==> src/rtl/accumulator_bank.sv <==
// Accumulator bank: collects partial-sum rows from the systolic array over one
// or more K-tile passes, then drains the finished DEPTH x COLS tile over a
// valid/ready stream.
//
// Handshake semantics (both ports): a beat transfers on a rising clk edge where
// valid and ready are both high. in_ready depends only on the FSM state, and
// out_valid/out_data stay stable until the beat is taken. Neither side gates a
// beat on its data value, so zero rows count like any other row.
module accumulator_bank #(
    parameter int DATA_W   = 32,
    parameter int DEPTH    = 4,
    parameter int COLS     = 2,
    parameter int SATURATE = 0
) (
    input  logic                     clk,
    input  logic                     reset,
    input  logic                     clear,
    input  logic                     acc_mode,
    input  logic                     in_valid,
    output logic                     in_ready,
    input  logic                     in_last,
    input  logic [COLS*DATA_W-1:0]   in_data,
    output logic                     out_valid,
    input  logic                     out_ready,
    output logic [COLS*DATA_W-1:0]   out_data,
    output logic                     out_last,
    output logic                     draining
);

    localparam int PTR_W = $clog2(DEPTH);
    localparam logic [PTR_W-1:0] LAST_PTR = PTR_W'(DEPTH - 1);
    localparam logic [PTR_W-1:0] PTR_ONE  = PTR_W'(1);

    typedef enum logic {
        FILL  = 1'b0,
        DRAIN = 1'b1
    } state_t;

    state_t                   state_q;
    state_t                   state_d;
    logic [PTR_W-1:0]         wr_ptr;
    logic [PTR_W-1:0]         rd_ptr;
    logic                     first_pass;
    logic [COLS*DATA_W-1:0]   mem [DEPTH];
    logic [COLS*DATA_W-1:0]   row_next;
    logic                     accept;
    logic                     drain_hs;
    logic                     fill_done;
    logic                     drain_done;

    // Add one lane; with SATURATE set, a same-sign overflow clamps to the
    // signed extreme in the direction of the operands.
    function automatic logic [DATA_W-1:0] lane_add(input logic [DATA_W-1:0] a,
                                                   input logic [DATA_W-1:0] b);
        logic [DATA_W-1:0] s;
        s = a + b;
        if ((SATURATE != 0) && (a[DATA_W-1] == b[DATA_W-1]) && (s[DATA_W-1] != a[DATA_W-1])) begin
            lane_add = a[DATA_W-1] ? {1'b1, {(DATA_W-1){1'b0}}} : {1'b0, {(DATA_W-1){1'b1}}};
        end else begin
            lane_add = s;
        end
    endfunction

    // clear drops any beat in its cycle, so it masks both handshakes.
    assign accept     = in_valid  && (state_q == FILL)  && !clear;
    assign drain_hs   = out_ready && (state_q == DRAIN) && !clear;
    assign fill_done  = accept   && in_last && (wr_ptr == LAST_PTR);
    assign drain_done = drain_hs && (rd_ptr == LAST_PTR);

    assign out_data = mem[rd_ptr];
    assign out_last = (state_q == DRAIN) && (rd_ptr == LAST_PTR);
    assign draining = (state_q == DRAIN);

    // Row to store on an accepted beat: overwrite on the first pass or in
    // overwrite mode, otherwise per-lane accumulate onto the stored row.
    always_comb begin
        row_next = in_data;
        if (!first_pass && acc_mode) begin
            for (int c = 0; c < COLS; c++) begin
                row_next[c*DATA_W +: DATA_W] = lane_add(mem[wr_ptr][c*DATA_W +: DATA_W],
                                                        in_data[c*DATA_W +: DATA_W]);
            end
        end
    end

    // FSM state register.
    always_ff @(posedge clk or posedge reset) begin
        if (reset) begin
            state_q <= FILL;
        end else begin
            state_q <= state_d;
        end
    end

    // FSM next state and handshake outputs; clear always returns to FILL.
    always_comb begin
        state_d   = state_q;
        in_ready  = 1'b0;
        out_valid = 1'b0;
        unique case (state_q)
            FILL: begin
                in_ready = 1'b1;
                if (fill_done) state_d = DRAIN;
            end
            DRAIN: begin
                out_valid = 1'b1;
                if (drain_done) state_d = FILL;
            end
            default: state_d = FILL;
        endcase
        if (clear) state_d = FILL;
    end

    // Pointers and the first-pass flag.
    always_ff @(posedge clk or posedge reset) begin
        if (reset) begin
            wr_ptr     <= '0;
            rd_ptr     <= '0;
            first_pass <= 1'b1;
        end else if (clear) begin
            wr_ptr     <= '0;
            rd_ptr     <= '0;
            first_pass <= 1'b1;
        end else begin
            if (accept) begin
                if (wr_ptr == LAST_PTR) begin
                    wr_ptr     <= '0;
                    first_pass <= 1'b0;
                end else begin
                    wr_ptr <= wr_ptr + PTR_ONE;
                end
            end
            if (drain_hs) begin
                if (rd_ptr == LAST_PTR) begin
                    rd_ptr     <= '0;
                    first_pass <= 1'b1;
                end else begin
                    rd_ptr <= rd_ptr + PTR_ONE;
                end
            end
        end
    end

    // Row storage; only an accepted input beat writes it, drains leave it intact.
    always_ff @(posedge clk or posedge reset) begin
        if (reset) begin
            for (int r = 0; r < DEPTH; r++) begin
                mem[r] <= '0;
            end
        end else if (accept) begin
            mem[wr_ptr] <= row_next;
        end
    end

endmodule

==> config.mk <==
export PLATFORM = sky130hd
export DESIGN_NAME = accumulator_bank
export DESIGN_NICKNAME = d
export VERILOG_FILES = /design/src/rtl/accumulator_bank.sv
export SDC_FILE = /design/constraint.sdc
export NUM_CORES = 1
export LEC_CHECK = 0
export BUFFER_PORTS_ARGS = -buffer_cell sky130_fd_sc_hd__buf_2
export CORE_ASPECT_RATIO = 1.2
export CORE_MARGIN = 5
export CORE_UTILIZATION = 45
export CTS_CLUSTER_SIZE = 12
export DETAILED_ROUTE_END_ITERATION = 12
export PLACE_DENSITY = 0.6
export SETUP_SLACK_MARGIN = 0.3
export SYNTH_ARGS = -nofsm -noshare
export SYNTH_HDL_FRONTEND = slang
export SYNTH_SLANG_ARGS = --single-unit
==> constraint.sdc <==
create_clock -name clk -period 16 [get_ports clk]
set_clock_uncertainty 0.05 [all_clocks]
set_input_delay 4 -clock clk [delete_from_list [all_inputs] [get_ports clk]]
set_output_delay 4 -clock clk [all_outputs]
set_load 0.05 [all_outputs]
==> flow_summary_export.csv, run 1 <==
group,metric,value,unit
synth,ys_types,60,
setup_path,endpoint_kind,"primary output",
floorplanning,start_util,45.2,%
cts,postCtsSetupRepairBufs,0,
cts,holdBufCountCts,0,
synth,syn_avg_cell_area,10.1,µm²
cts,clk_latency,0.57,ns
floorplanning,io_pins,139,
hold_path,min_path_type,"flip-flop to flip-flop",
timing,rsz0062_at_grt,"false",
final_layout,area_growth,11.8,%
setup_path,cpPeakStageDelay,0.90,ns
cts,clk_path_buf_depth,3,
floorplanning,coreArea,36600,µm²
routing,routedWlPerCell,20.2,µm
placed_design,portBuffers,138,
floorplanning,rows,77,
synth,syn_nets,1786,
routing,dr.pass1.iters,5,
synth,yosysWarnings,0,
cts,cts_tree,"yes",
routing,wirelength,44700,µm
timing,max_slew.worst_pin.slew,1.18,ns
run_status,status,"finished clean",
grt,grt_max_degree,123,
floorplanning,chipWidth,185,µm
timing,finalSetupTns,0,ns
flow_run,maxCapViolCount,0,
synth,synth_ff_type,"dfrtp_1",
setup_path,crit_start,"rd_ptr[0]",
setup_path,path_buf_inv,2,
grt,antenna_found_initial,5,
cts,numCtsBuffers,30,
setup_path,crit_type,"flip-flop to primary output",
final_layout,final_common_cell,"nand2_1",
synth,synth-seq-cells,262,
routing,via_per_inst,5.80,
timing,slew_viol_final,0,
synth,synth-edff-count,0,
cts,root_buffer,"clkbuf_16",
final_layout,regArea,6570,µm²
final_layout,fin_nets,1852,
setup_path,path_delay_family,"buffers and inverters",
floorplanning,die_height,220,µm
timing,max_freq,139,MHz
final_layout,final_layout_size_suffix_gt1_share,20.5,%
setup_path,cp-start-kind,"flip-flop",
hold_path,min-delay-start,"first_pass",
setup_path,worstPathCellList,"buf_4 -> mux4_2 -> buf_2",
synth,seq_area_frac_synth,39.6,%
routing,dr.first_iter.drc_count,735,
synth,synthCells,1646,
final_layout,multi_input_area,9540,µm²
cts,path_clk_slew,0.06,ns
routing,dr_total_vias,12800,
power,powerDensity,135,nW/µm²
setup_path,cpMaxStageDelayCell,"dfrtp_4",
final_layout,final_cell_mix,"nand2_1 (290), dfrtp_1 (257), o21ai_0 (240)",
setup_path,r2r_start,"wr_ptr[0]",
placed_design,place_congestion,0.855,
timing,max-slew-margin-rel,21.2,%
grt,grt_pass1_wl,72100,µm
synth,async_flop_share,100,%
power,leakagePower,8.23,nW
grt,overflow,0,
timing,hold_viol_final,0,
routing,drcViolationCount,0,
setup_path,cp_max_fo,34,
setup_path,required,11.95,ns
timing,period_needed,7.21,ns
placed_design,hpwl,29600,µm
floorplanning,die_area,40700,µm²
power,ir_drop,0.100,mV
cts,htree_num_levels,1,
routing,final_antenna_net_count,0,
timing,fin_crit_sh,45.0,%
final_layout,fill_cells,3388,
setup_path,cp.arrival,3.16,ns
cts,cts.repair.resized,0,
timing,setup_viol,0,
grt,gr-usage-all-layers,22.1,%
cts,cts.sinks,262,
power,power.total,0.00249,W
grt,grt_pass1_vias,13000,
synth,syn-cell-area,16600,µm²
[cell families (layout without fill, tap and decap cells)]
kind of cell / after synthesis / in the layout / share of synthesized area [%]
AOI/OAI and AO/OA: 498 / 498 / 17.9
xor gates and xnor gates: 46 / 46 / 2.43
adders and majority gates: 69 / 69 / 5.30
buffers and inverters: 134 / 223 / 3.06
DFF: 262 / 262 / 39.6
muxes: 171 / 171 / 20.0
other: 0 / 2 / 0
and+or+nand+nor: 466 / 466 / 11.7
[report_power, final]
group,internal (W),switching [W]
logic,0.000377,0.000516
registers,0.000818,0.000117
clock network,0.000386,0.000280
total,0.00158,0.000913
[cells in the mapped netlist, drive strengths merged, types with 6 or more instances]
cell	count	area, µm²
a211oi	10	85.1
a21o	37	278
a21oi	111	567
a31oi	14	87.6
and2	10	62.6
and3	9	56.3
buf	22	86.3
clkbuf	94	353
dfrtp	261	6530
ha	67	838
inv	18	67.6
mux2i	42	420
mux4	128	2880
nand2	294	1100
nand2b	6	37.5
nand3	11	55.1
nand4	11	68.8
nor2	86	323
nor3	26	130
o211ai	11	82.6
o21a	11	82.6
o21ai	257	1290
o21bai	8	60.1
xnor2	28	245
xor2	18	158
[metrics by stage]
step / hold slack [ns] / instance area [µm²] / worst slack [ns] / util, % / cells
after floorplan: 0.389 / 16600 / 4.74 / - / 1646
after global placement: 0.420 / 17600 / 8.72 / 48.0 / 2154
after detailed placement: 0.431 / 17600 / 8.67 / 48.0 / 2154
after CTS: 0.439 / 18500 / 8.62 / 50.6 / 2209
after global routing: 0.444 / 18500 / 8.56 / 50.6 / 2209
final: 0.436 / 18500 / 8.79 / 50.6 / 2211
[cell type report]
cell class / count / area share (%)
Antenna cell: 2 / 0.0270
Clock buffer: 47 / 4.89
Clock inverter: 8 / 0.237
Inverter: 18 / 0.405
Multi-Input combinational cell: 1250 / 51.5
Sequential cell: 262 / 35.5
Tap cell: 474 / 3.20
Timing Repair Buffer: 150 / 4.22
[final timing paths]
check                           cells after the start  slack [ns]            to
min in group asynchronous                           2        3.56       mem[22]
worst max register to register                     12       10.85      mem[223]
max in group asynchronous                           3       10.77     wr_ptr[1]
worst max-delay path                                3        8.79  out_data[32]
worst min-delay path                                2        0.44    first_pass
worst min register to register                      2        0.44    first_pass
[registers in the layout, indices dropped and copies added (netlist names)]
signal and count:
draining 1, first_pass 1, mem 256, rd_ptr 2, wr_ptr 2
[tightest hold or removal path: stages, from the launching register on]
cell	delay [ns]
dfstp_2	0.39
nand2_1	0.05
nand2_1	0.04
[layer usage]
layer	routed length, µm	global-route usage [%]	part of all wire [%]	up-vias
li1	-	-	-	6163
met1	19300	29.5	43	6287
met2	22000	38.1	49	297
met3	2420	3.70	5.4	67
met4	887	5.14	2.0	6
met5	50	0	0.11	-
Note: power is estimated with default switching activity, not from simulation.
==> run 2, diff against run 1 <==
==> constraint.sdc (replaced) <==
create_clock -name clk -period 7.26 [get_ports clk]
set_clock_uncertainty 0.05 [all_clocks]
set_input_delay 1.815 -clock clk [delete_from_list [all_inputs] [get_ports clk]]
set_output_delay 1.815 -clock clk [all_outputs]
set_load 0.05 [all_outputs]
==> run 2 against run 1 <==
  * Clock power grew 140%
  * Count of clock-buffer cells in the layout is the same
  * Core utilization grew 0.42 points
  * Register-to-register slack lost 8.4 ns
  * Final cell count grew 0.14%
  * Sequential power grew 120%
  * Power grew 130%
  * Design area grew 0.82%
==> flow_summary_export.csv, run 2 (synthesized netlist as in run 1, its figures left out) <==
group,metric,value,unit
run_status,status,"finished clean",
routing,final_antenna_net_count,0,
timing,finalSetupTns,0,ns
routing,routedWlPerCell,19.9,µm
routing,dr_total_vias,12800,
routing,dr.first_iter.drc_count,577,
final_layout,finish.instance_area,18700,µm²
floorplanning,die_area,40700,µm²
setup_path,worstPathCellList,"buf_4 -> mux4_2 -> ha_1 -> a21oi_1 -> o21ai_0 -> a211oi_1 -> a31oi_1 -> a311oi_2 -> o22ai_1 -> a211o_1 -> xnor2_1 -> o21ai_1",
timing,max_freq,206,MHz
setup_path,path_delay_family,"compound AO/OA/AOI/OAI gates",
final_layout,final_cell_mix,"nand2_1 (290), dfrtp_1 (257), o21ai_0 (240)",
power,powerDensity,303,nW/µm²
grt,gr-usage-all-layers,21.7,%
final_layout,largest_reg_flops,256,
grt,grt_max_degree,147,
timing,holdWs,0.430,ns
setup_path,cp_max_fo,34,
cts,postCtsSetupRepairBufs,0,
floorplanning,chipWidth,185,µm
placed_design,place_congestion,0.855,
timing,slew_viol_final,0,
setup_path,path_buf_inv,1,
grt,antenna_found_initial,4,
power,ir_drop,0.213,mV
routing,drcViolationCount,0,
flow_run,maxCapViolCount,0,
cts,cts.sinks,262,
floorplanning,die_height,220,µm
timing,setup_viol,0,
routing,wirelength,44100,µm
hold_path,min_path_type,"flip-flop to flip-flop",
timing,max_slew.worst_pin.slew,1.10,ns
cts,numCtsBuffers,30,
setup_path,required,7.62,ns
cts,htree_num_levels,1,
routing,dr_wl_met3,2070,µm
cts,clk_latency,0.57,ns
floorplanning,coreArea,36600,µm²
grt,overflow,0,
placed_design,hpwl,29800,µm
cts,clk_path_buf_depth,3,
setup_path,cp.arrival,5.20,ns
setup_path,endpoint_kind,"flip-flop",
hold_path,min-delay-start,"first_pass",
setup_path,worst_r2r_path_depth,12,
final_layout,fin_nets,1855,
timing,hold_viol_final,0,
routing,wl_met1,19300,µm
power,leakagePower,8.29,nW
setup_path,r2r-end,"mem[31]",
cts,cts.repair.resized,0,
routing,via_per_inst,5.80,
final_layout,largest-register,"mem",
routing,dr_wl_met2,21700,µm
setup_path,cp-start-kind,"flip-flop",
cts,path_clk_slew,0.06,ns
grt,grt_pass1_vias,13100,
timing,max-slew-margin-rel,26.5,%
final_layout,area_growth,12.7,%
placed_design,portBuffers,138,
timing,rsz0062_at_grt,"false",
placed_design,placed_cell_area,17600,µm²
routing,dr.max_layer_used,"met5",
setup_path,crit_type,"flip-flop to flip-flop",
final_layout,largest_registers,"mem: 256 flops, rd_ptr: 2 flops, wr_ptr: 2 flops",
final_layout,final_layout_size_suffix_gt1_share,20.9,%
final_layout,final_util,51.0,%
cts,cts_tree,"yes",
routing,dr.pass1.iters,5,
setup_path,r2r_slack,2.41,ns
cts,root_buffer,"clkbuf_16",
floorplanning,rows,77,
setup_path,cpMaxStageDelayCell,"dfrtp_4",
setup_path,r2r_start,"wr_ptr[0]",
hold_path,min_to,"first_pass",
timing,fin_crit_sh,66.8,%
hold_path,hold_depth,2,
final_layout,final_common_cell,"nand2_1",
floorplanning,start_util,45.2,%
timing,period_needed,4.85,ns
grt,grt_pass1_wl,71200,µm
setup_path,cpPeakStageDelay,0.91,ns
cts,holdBufCountCts,0,
floorplanning,io_pins,139,
## run 2: power by group
part	total, W	switching (W)	internal (W)
clock network	0.00163	0.000633	0.000995
logic	0.00196	0.00113	0.000833
registers	0.00206	0.000255	0.00180
total	0.00565	0.00202	0.00363
## run 2: final cells by class
cell class / count / area [µm²]
Tap cell: 474 / 593
Fill cell: 3394 / 17900
Clock buffer: 47 / 946
Timing Repair Buffer: 153 / 816
Sequential cell: 262 / 6570
Multi-Input combinational cell: 1250 / 9540
Clock inverter: 9 / 128
Antenna cell: 1 / 2.50
Inverter: 18 / 71.3
## run 2: how the worst max path moves through the flow
stage / startpoint / end / slack (ns) / depth (start not counted)
floorplan: reset / draining / 1.94 / 1
global placement: in_data[0] / mem[92] / 2.20 / 12
detailed placement: in_data[0] / mem[220] / 2.14 / 12
CTS: wr_ptr[0] / mem[31] / 2.33 / 13
global route: wr_ptr[0] / mem[95] / 1.93 / 13
finish: wr_ptr[0] / mem[31] / 2.41 / 12
## run 2: per-layer routing
layer	GRT usage, %	vias to the layer above
li1	-	6181
met1	28.7	6318
met2	37.8	256
met3	3.26	74
met4	5.63	4
met5	0	-
## run 2: worst register-to-register path, stage by stage, from the launching register on
cell and delay [ns]:
dfrtp_4 0.91, buf_4 0.54, mux4_2 0.59, ha_1 0.37
a21oi_1 0.21, o21ai_0 0.17, a211oi_1 0.26, a31oi_1 0.26
a311oi_2 0.50, o22ai_1 0.13, a211o_1 0.30, xnor2_1 0.29
o21ai_1 0.11
## run 2: through the flow
stage          std cells  power, W  worst slack [ns]
2_1_floorplan       1646   0.00359              1.94
5_1_grt             2213   0.00601              1.93
3_5_place_dp        2157   0.00405              2.14
6_report            2214   0.00565              2.41
4_1_cts             2213   0.00571              2.33
3_3_place_gp        2157   0.00400              2.20
==> run 3, diff against run 2 <==
==> constraint.sdc (replaced) <==
create_clock -name clk -period 5 [get_ports clk]
set_clock_uncertainty 0.05 [all_clocks]
set_input_delay 1.25 -clock clk [delete_from_list [all_inputs] [get_ports clk]]
set_output_delay 1.25 -clock clk [all_outputs]
set_load 0.05 [all_outputs]
==> run 3 against run 2 <==
  * Combinational power is 47% higher
  * Largest power group unchanged
  * Flip-flop and latch count stayed put
  * Via count is 0.11% higher
  * Register-to-register slack worse by 1.8 ns
  * Clock power is 39% higher
  * Count of clock-buffer cells in the layout is 3 lower
==> flow_summary_export.csv, run 3 (synthesized netlist as in run 1, its figures left out) <==
group,metric,value,unit
setup_path,r2r-end,"mem[253]",
routing,dr_total_vias,12800,
timing,rsz0062_at_grt,"false",
setup_path,path_buf_inv,1,
timing,slew_viol_final,0,
setup_path,cpPeakStageDelay,0.64,ns
grt,overflow,0,
floorplanning,io_pins,139,
final_layout,regArea,6570,µm²
cts,path_clk_slew,0.06,ns
setup_path,worstPathCellList,"buf_4 -> mux4_2 -> ha_1 -> o21ai_0 -> o21ai_0 -> nand4_1 -> a2111oi_4 -> o311ai_2 -> a211oi_2 -> o21ai_1 -> a211o_1 -> o21ai_1",
hold_path,min-delay-start,"first_pass",
final_layout,largest_reg_flops,256,
routing,wirelength,44500,µm
cts,clk_path_buf_depth,3,
setup_path,cpMaxStageDelayCell,"dfrtp_4",
routing,via_per_inst,5.77,
placed_design,portBuffers,138,
placed_design,hpwl,30800,µm
final_layout,final_util,51.3,%
cts,postCtsSetupRepairBufs,0,
setup_path,crit_type,"flip-flop to flip-flop",
routing,routedWlPerCell,20.0,µm
final_layout,area_growth,13.5,%
cts,cts_tree,"yes",
cts,clk_latency,0.57,ns
cts,cts.repair.resized,0,
power,powerDensity,432,nW/µm²
routing,drcViolationCount,0,
floorplanning,chipWidth,185,µm
setup_path,required,5.43,ns
final_layout,largest-register,"mem",
floorplanning,coreArea,36600,µm²
hold_path,min_to,"first_pass",
cts,htree_num_levels,1,
final_layout,fin_nets,1866,
power,leakagePower,8.36,nW
setup_path,cp_max_fo,14,
routing,dr.first_iter.drc_count,747,
floorplanning,rows,77,
floorplanning,die_area,40700,µm²
floorplanning,start_util,45.2,%
grt,antenna_found_initial,6,
timing,max_freq,228,MHz
hold_path,hold_depth,2,
timing,period_needed,4.39,ns
final_layout,final_common_cell,"nand2_1",
timing,fin_crit_sh,87.8,%
final_layout,final_layout_size_suffix_gt1_share,21.5,%
hold_path,min_path_type,"flip-flop to flip-flop",
final_layout,largest_registers,"mem: 256 flops, rd_ptr: 2 flops, wr_ptr: 2 flops",
final_layout,multi_input_area,9540,µm²
cts,root_buffer,"clkbuf_16",
timing,max-slew-margin-rel,37.0,%
timing,max_slew.worst_pin.slew,0.943,ns
timing,finalSetupTns,0,ns
setup_path,path_delay_family,"compound AO/OA/AOI/OAI gates",
cts,numCtsBuffers,31,
final_layout,final_cell_mix,"nand2_1 (290), dfrtp_1 (257), o21ai_0 (240)",
grt,gr-usage-all-layers,21.9,%
setup_path,endpoint_kind,"flip-flop",
setup_path,r2r_start,"wr_ptr[0]",
final_layout,fill_cells,3357,
setup_path,r2r_slack,0.61,ns
final_layout,final_cells,2226,
power,ir_drop,0.381,mV
routing,dr.pass1.iters,5,
timing,hold_viol_final,0,
cts,holdBufCountCts,0,
flow_run,maxCapViolCount,0,
run_status,status,"finished clean",
setup_path,crit_start,"wr_ptr[0]",
cts,cts.sinks,262,
floorplanning,die_height,220,µm
grt,grt_pass1_wl,71600,µm
placed_design,dp_cells,2167,
setup_path,cp.arrival,4.82,ns
placed_design,place_congestion,0.856,
routing,final_antenna_net_count,0,
timing,setup_viol,0,
setup_path,worst_r2r_path_depth,12,
grt,grt_max_degree,107,
grt,grt_pass1_vias,13100,
setup_path,cp-start-kind,"flip-flop",
run 3: per-stage QoR:
step / total power, W / hold WS [ns] / setup slack, ns / cell area [µm²]
3_5_place_dp: 0.00590 / 0.424 / 0.477 / 17800
3_3_place_gp: 0.00583 / 0.421 / 0.568 / 17800
6_report: 0.00811 / 0.428 / 0.612 / 18800
5_1_grt: 0.00863 / 0.448 / 0.320 / 18800
4_1_cts: 0.00820 / 0.432 / 0.556 / 18800
2_1_floorplan: 0.00522 / 0.389 / 0.245 / 16600
run 3: area by class of cell:
class / count / area share (%)
Antenna cell: 2 / 0.0266
Clock buffer: 44 / 4.92
Clock inverter: 13 / 0.539
Inverter: 18 / 0.380
Multi-Input combinational cell: 1250 / 50.8
Sequential cell: 262 / 35.0
Tap cell: 474 / 3.16
Timing Repair Buffer: 163 / 5.21
run 3: how the worst max path moves through the flow:
| stage | end | slack, ns | cells past startpoint |
|---|---|---|---|
| 3_3_place_gp | mem[92] | 0.57 | 12 |
| 6_report | mem[253] | 0.61 | 12 |
| 3_5_place_dp | mem[156] | 0.48 | 12 |
| 5_1_grt | mem[159] | 0.32 | 12 |
| 2_1_floorplan | draining | 0.25 | 1 |
| 4_1_cts | mem[253] | 0.56 | 12 |
run 3: worst min-delay path, cell delays in order (launching register included):
cell and delay, ns:
dfstp_2 0.39, nand2_1 0.05, nand2_1 0.04
run 3: per-layer routing:
metal  vias to the layer above  routed length, µm  track usage [%]
met5                         -                 55                0
met4                         8                886             4.85
met3                        72               2220             3.70
met2                       248              22300             38.5
met1                      6309              19000             28.5
li1                       6210                  -                -
run 3: where the power goes:
group	internal, W	switching [W]
registers	0.00262	0.000363
logic	0.00122	0.00166
clock network	0.00133	0.000923
